<file path="config.mk">
export PLATFORM = sky130hd
export DESIGN_NAME = zbc_iter_seq
export DESIGN_NICKNAME = d
export VERILOG_FILES = /design/src/rtl/zbc_iter_seq.sv
export SDC_FILE = /design/constraint.sdc
export NUM_CORES = 1
export LEC_CHECK = 0
export ABC_CLOCK_PERIOD_IN_PS = 2800
export BUFFER_PORTS_ARGS = -buffer_cell sky130_fd_sc_hd__buf_4
export CORE_AREA = 2 2 141 143
export DETAILED_ROUTE_END_ITERATION = 8
export DIE_AREA = 0 0 143 145
export PLACE_DENSITY = 0.59
export SYNTH_ARGS = -nofsm -noshare
export SYNTH_HDL_FRONTEND = slang
export SYNTH_SLANG_ARGS = --single-unit
</file>
<file path="constraint.sdc">
create_clock -name clk -period 2.8 [get_ports clk]
set_clock_uncertainty 0.2 [all_clocks]
set_input_delay 0.14 -clock clk [delete_from_list [all_inputs] [get_ports clk]]
set_output_delay 0.14 -clock clk [all_outputs]
set_load 0.05 [all_outputs]
</file>
<file path="src/rtl/zbc_iter_seq.sv">
// zbc_iter_seq: multi-cycle sequencer for the Zbc carry-less multiplies (clmul, clmulh, clmulr).
// Accepts one operation through a valid/ready handshake, iterates a RADIX-bit-per-cycle
// XOR-shift accumulator over the (possibly reversed) B operand, and holds the result until taken.
//
// Ports:
//   clk, reset       clock, synchronous active-high reset
//   Flush            abort any in-flight operation; no response is produced
//   ReqValid/Ready   request handshake (ReqReady is high only in IDLE)
//   A, B, Funct3     operands and op select (Funct3[1:0]: 01 clmul, 11 clmulh, 10 clmulr)
//   RespValid/Ready  result handshake; ZBCResult is stable while RespValid is high
//   Busy             high while an operation is in BUSY or DONE
//
// Optional feature: define ZBC_EARLYOUT_EN to leave BUSY as soon as the remaining multiplier
// bits are all zero (variable latency, identical result).
module zbc_iter_seq #(
    parameter int unsigned WIDTH = 32,
    parameter int unsigned RADIX = 4
) (
    input  logic             clk,
    input  logic             reset,
    input  logic             Flush,
    input  logic             ReqValid,
    output logic             ReqReady,
    input  logic [WIDTH-1:0] A,
    input  logic [WIDTH-1:0] B,
    input  logic [2:0]       Funct3,
    output logic             RespValid,
    input  logic             RespReady,
    output logic [WIDTH-1:0] ZBCResult,
    output logic             Busy
);

    localparam int unsigned Steps = WIDTH / RADIX;
    localparam int unsigned CntW  = $clog2(Steps) + 1;

    typedef enum logic [1:0] {StIdle, StBusy, StDone} state_e;

    state_e            state_q, state_d;
    logic [WIDTH-1:0]  x_q, x_d;
    logic [WIDTH-1:0]  y_q, y_d;
    logic [WIDTH-1:0]  acc_q, acc_d;
    logic [CntW-1:0]   cnt_q, cnt_d;
    logic              hi_q, hi_d;      // result needs post-reversal (clmulh/clmulr)
    logic [WIDTH-1:0]  result_q, result_d;

    logic [WIDTH-1:0]  rev_a;
    logic [WIDTH-1:0]  acc_step;
    logic [WIDTH-1:0]  y_shift;
    logic              last_step;
    logic              early_out;
    logic              unused_funct3;

    assign unused_funct3 = Funct3[2];

    function automatic logic [WIDTH-1:0] rev(input logic [WIDTH-1:0] v);
        logic [WIDTH-1:0] r;
        for (int i = 0; i < int'(WIDTH); i++) begin
            r[i] = v[WIDTH-1-i];
        end
        return r;
    endfunction

    // State register
    always_ff @(posedge clk) begin
        if (reset) begin
            state_q  <= StIdle;
            x_q      <= '0;
            y_q      <= '0;
            acc_q    <= '0;
            cnt_q    <= '0;
            hi_q     <= 1'b0;
            result_q <= '0;
        end else begin
            state_q  <= state_d;
            x_q      <= x_d;
            y_q      <= y_d;
            acc_q    <= acc_d;
            cnt_q    <= cnt_d;
            hi_q     <= hi_d;
            result_q <= result_d;
        end
    end

    // One radix step of the XOR-shift accumulator; bits shifted past WIDTH are dropped.
    always_comb begin
        acc_step = acc_q;
        for (int i = 0; i < int'(RADIX); i++) begin
            if (y_q[i]) begin
                acc_step = acc_step ^ (x_q << i);
            end
        end
    end

    assign rev_a     = rev(A);
    assign y_shift   = y_q >> RADIX;
    assign last_step = (cnt_q == CntW'(Steps - 1));

`ifdef ZBC_EARLYOUT_EN
    // Remaining partial products are all zero once Y runs out of set bits.
    assign early_out = (y_shift == '0);
`else
    assign early_out = 1'b0;
`endif

    // Next-state logic
    always_comb begin
        state_d  = state_q;
        x_d      = x_q;
        y_d      = y_q;
        acc_d    = acc_q;
        cnt_d    = cnt_q;
        hi_d     = hi_q;
        result_d = result_q;
        if (Flush) begin
            state_d = StIdle;
        end else begin
            case (state_q)
                StIdle: begin
                    if (ReqValid) begin
                        case (Funct3[1:0])
                            2'b10:   x_d = rev_a;
                            2'b11:   x_d = {rev_a[WIDTH-2:0], 1'b0};
                            default: x_d = A;   // 01 and the never-issued 00 both run clmul
                        endcase
                        y_d     = Funct3[1] ? rev(B) : B;
                        hi_d    = Funct3[1];
                        acc_d   = '0;
                        cnt_d   = '0;
                        state_d = StBusy;
                    end
                end
                StBusy: begin
                    acc_d = acc_step;
                    x_d   = x_q << RADIX;
                    y_d   = y_shift;
                    cnt_d = cnt_q + CntW'(1);
                    if (last_step || early_out) begin
                        result_d = hi_q ? rev(acc_step) : acc_step;
                        state_d  = StDone;
                    end
                end
                StDone: begin
                    if (RespReady) begin
                        state_d = StIdle;
                    end
                end
                default: state_d = StIdle;
            endcase
        end
    end

    // Outputs
    always_comb begin
        ReqReady  = (state_q == StIdle);
        RespValid = (state_q == StDone);
        Busy      = (state_q == StBusy) || (state_q == StDone);
        ZBCResult = result_q;
    end

endmodule

</file>
Word level (Yosys, flattened, before mapping) --
Cells that the tools add are included.
Word-level totals: word-level logic and storage cells 48, bits of input ports 72, output and inout bits 35, register bits after elaboration 135
Operators by class: reduce and logical (&&, ||, !) cells 8, bitwise gates (word level) 5, eq/ne operators 8, muxes and demuxes 19, $add $sub $neg 1
Operators with widths (number):
- 32-bit two-way mux | 9
- 32-bit one-hot mux with 2 select lines | 4
- 32-bit XOR | 4
- 3-bit AND reduction | 4
- 4-bit one-hot mux with 2 select lines | 1
- 2-bit == test (second input constant) | 3
- 2-bit two-way mux | 3
- 2-bit one-hot mux with 3 select lines | 1
- 4-bit by 1-bit adder with 4-bit output (second input constant) | 1
- 4-bit by 3-bit == test with 1-bit output (second input constant) | 1
- 4-bit two-way mux | 1
- 2-bit inequality test (second input constant) | 2
- 2-bit by 1-bit == test with 1-bit output (second input constant) | 1
- 2-bit logical NOT | 1
- 2-bit by 1-bit inequality test with 1-bit output (second input constant) | 1
- 2-bit nonzero test | 1
- 2-bit OR reduction | 1
- 1-bit logical OR | 1
- 1-bit inverter | 1

Depth between registers and ports, before layout --
depth in word-level cells 9, mapped depth 10, gate-level depth less buffers 7

Worst setup path after synthesis --
Ideal clock, no wire load.
kind register -> register, start point reg state_q[0], end point reg y_q[27], library setup time 0.132 ns, stages on the path, launching flop included 10, data required time 2.468 ns, clock period less this slack 2.372 ns, path buffers 3, data arrival time 2.040 ns, setup slack 0.428 ns, cell sequence dfxtp_1 > inv_1 > ha_1 > mux2_2 > and2_1 > buf_2 > buf_4 > buf_4 > nand2_1 > a21oi_1
Between the ends: word-level cells in the longest chain between the ends 3, elaborated cells between the ends (all ways) 6, those cells by class eq/ne: 2; mux: 1; reduce/logical: 3
Ends and longest elaborated chain:
- start, declared | line 38 | state_e state_q, state_d;
- start signal, assigned | line 66 | state_q <= StIdle;
- start signal, assigned | line 74 | state_q <= state_d;
- 2-bit logical NOT *
- net ReqReady | line 23 | output logic ReqReady,
- 2-bit inequality test (no source line) / 2-bit nonzero test (equally long branches)
- 3-bit AND reduction (no source line)
- end signal, assigned | line 76 | y_q <= y_d;
- end, declared | line 40 | logic [WIDTH-1:0] y_q, y_d;
The timed path passes the listed nets; every way through them passes the cells marked *. A chain may end at the register's enable or synchronous reset.

Worst setup path after layout --
start point reg state_q[1], end point reg x_q[24]
Between the ends: word-level cells in the longest chain between the ends 3, elaborated cells between the ends (all ways) 6, those cells by class eq/ne: 2; mux: 1; reduce/logical: 3
Ends and longest elaborated chain:
- 2-bit by 1-bit == test with 1-bit output / 2-bit logical NOT (equally long branches) | line 117 | case (state_q)
- 2-bit nonzero test (no source line) / 2-bit inequality test (equally long branches)
- 3-bit AND reduction (no source line)
- end signal, assigned | line 67 | x_q <= '0;
- end signal, assigned | line 75 | x_q <= x_d;
- end, declared | line 39 | logic [WIDTH-1:0] x_q, x_d;
Several ways; a longest one is shown, not always the timed one.

==> flow_summary_export.csv <==
group,metric,value,unit
status,status,"finished, final reports clean",
yosys,synth_edf_count,0,
yosys,async_flop_share,0,%
final_layout,nNetsFinal,1206,
routing,vias,7414,
clocking,clock_latency,420,ps
yosys,synth_top_cell_area_share,32.6,%
timing,period_share,86.2,%
clocking,clock_sinks,135,
timing,slew_headroom,55.4,%
final_layout,syn_to_final_growth,24.3,%
routing,drtIter0Drc,418,
critical_path,critPathTopFamily,"multiplexers",
final_layout,drive_gt1_share,17.4,%
critical_path,crit_chain,"inv_1 -> ha_1 -> mux2_2 -> and2_2 -> buf_12 -> o21ai_0 -> a21oi_1",
clocking,cts.path.max_buffers,2,
yosys,ys_seq_elements,135,
timing,period_needed,2410,ps
worst_hold_path,min_path_type,"input port to flip-flop",
yosys,yosysMostFrequentCell,"nand2_1",
final_layout,diodes,0,
die,die_y,145,um
clocking,cts_resized,0,
die,std_cell_rows,51,
power,power.total,5.34,mW
critical_path,crit_path_end_kind,"flip-flop",
die,dieArea,20700,um2
placement,gp_congestion,0.777,
yosys,synth_top_area_cell,"dfxtp_1",
power,max-vdd-ir-drop,0.380,mV
critical_path,critPathMaxFanout,73,
yosys,synth.area.top_cells,"dfxtp_1 (33%), nand2_1 (9.5%), mux2i_1 (7.4%), a21oi_1 (5.5%), o21ai_0 (5.1%)",
clocking,ctsRootBufferMaster,"clkbuf_16",
die,core,19200,um2
critical_path,cpPeakStageDelay,370,ps
routing,dr.pass1.iters,5,
placement,placed_cell_area,9230,um2
yosys,synth_common_cells,"nand2_1 (209), dfxtp_1 (135), a21oi_1 (91), o21ai_0 (85), nor2_1 (63)",
routing,wirelength,22000,um
timing,slew_violations,0,
timing,hold_viol,0,
final_layout,finalInstanceArea,10300,um2
routing,drt-vias-per-instance,5.27,
placement,dp_hpwl,15000,um
die,num_io_pins,107,
job,drv_cap,0,
yosys,synth_nets,1103,
timing,worst_pin_slew,668,ps
timing,tns,0,ps
routing,wire_per_inst,15.6,um
clocking,clkSlewWorstSetupHoldPaths,60,ps
critical_path,crit_arrival,2500,ps
clocking,cts-htree-levels,4,
yosys,avgSynthCellArea,8.08,um2
routing,ant_nets,0,
yosys,syn_area,8300,um2
timing,grt_setup_unrepaired,"no",
critical_path,path_class,"flip-flop to flip-flop",
final_layout,fin_util,53.7,%
placement,portBuffers,105,
global_routing,grtUsageTotal,21.3,%
routing,drc,0,
global_routing,grt_pass1_wl,35700,um
critical_path,path_buf_inv,2,
yosys,ys_warn_count,0,
final_layout,fill_cells,1836,
global_routing,overflow,0,
die,die_x,143,um
timing,fmax,0.414,GHz
power,p_leak,4.19,nW
die,start_util,43.2,%
clocking,cts_tree,"yes",
clocking,cts_buffers,17,
critical_path,start_kind,"flip-flop",
global_routing,grt_max_degree,113,
timing,setup_violations,0,
yosys,ys.flop_type,"dfxtp_1",
yosys,netlist_instances,1027,
global_routing,antenna_found_initial,0,
yosys,synth-seq-area-share,32.6,%
critical_path,cp.required,2890,ps
critical_path,cpMaxStageDelayCell,"mux2_2",
yosys,ys_types,45,
power,powerDensity,518,nW/um2
global_routing,first_global_vias,6846,
==> state kept, by name, summed over array words and instances (netlist names) <==
| register | cells |
|---|---|
| y_q | 32 |
| state_q | 2 |
| x_q | 32 |
| ZBCResult | 32 |
| hi_q | 1 |
| cnt_q | 4 |
| acc_q | 32 |
==> stage by stage <==
step	hold slack (ps)	setup slack (ps)	cells
3_3_place_gp	149	459	1334
6_report	3.13	386	1408
4_1_cts	0.114	422	1408
5_1_grt	24.8	257	1408
2_1_floorplan	19.3	428	1027
3_5_place_dp	146	442	1334
==> layer usage <==
metal	track usage [%]	share of wire (%)	vias to the layer above
li1	-	-	3784
met3	3.40	3.7	15
met4	5.79	0.95	0
met5	0	0	-
met1	31.8	51	3474
met2	31.8	45	141
==> cells by family (layout without fill, tap and decap cells) <==
| kind of cell | count (synthesis) | after routing | synth area share [%] |
|---|---|---|---|
| AOI/OAI and AO/OA | 295 | 295 | 21.7 |
| muxes | 67 | 67 | 8.17 |
| xor gates and xnor gates | 108 | 108 | 15.6 |
| and+or+nand+nor | 324 | 324 | 15.9 |
| adders and majority gates | 4 | 4 | 0.603 |
| buffers and inverters | 94 | 210 | 5.44 |
| DFF | 135 | 135 | 32.6 |
==> worst min-delay path: stages <==
cell     delay, ps
buf_4           80
mux2i_1         60
o21ai_0        140
nand2_1         50
a21oi_1        100
==> worst paths after layout <==
kind / from / end / slack [ps] / depth (start not counted)
worst max register to register: state_q[1] / x_q[24] / 390 / 7
worst min register to register: y_q[0] / y_q[0] / 250 / 2
worst max-delay path: state_q[1] / x_q[24] / 390 / 7
worst min-delay path: B[11] / y_q[20] / 3 / 5
==> area by class of cell <==
cell class | count | area (um2) | area share, %
timing repair buffer | 169 | 1420 | 13.8
tap | 265 | 332 | 3.21
clock inverter | 7 | 163 | 1.58
clock buffer | 25 | 505 | 4.90
sequential | 135 | 2700 | 26.2
inverter | 9 | 33.8 | 0.328
multi-input combinational | 798 | 5150 | 50.0
==> where the power goes <==
| part | total (mW) | internal (mW) | switching [mW] | leakage [nW] |
|---|---|---|---|---|
| Sequential | 2.07 | 1.98 | 0.0858 | 1.10 |
| Combinational | 0.742 | 0.333 | 0.409 | 2.77 |
| Clock | 2.53 | 1.70 | 0.829 | 0.324 |
| Total | 5.34 | 4.02 | 1.32 | 4.19 |
==> repair_timing <==
| action | in CTS | in global routing |
|---|---|---|
| endpoints found under the hold margin | 36 | 0 |
| setup buffers | 0 | 0 |
| hold buffers | 42 | 0 |
==> placed cells by master, fill, tap and decap left out, types with 4 or more instances in the layout <==
master,n
o21ai_0,85
xor2_1,32
xnor3_1,15
o22ai_1,14
mux2i_1,61
inv_1,8
clkbuf_16,17
xnor2_2,19
nor2_1,63
bufinv_16,5
a22o_1,29
xnor2_1,42
nor3_1,29
dlygate4sd3_1,42
clkbuf_8,5
buf_4,123
a211oi_1,53
a22oi_1,14
a21oi_1,91
mux2_2,6
nand2_1,209
dfxtp_1,135
nand2_2,9
buf_12,4
Note: power is estimated with default switching activity, not from simulation.
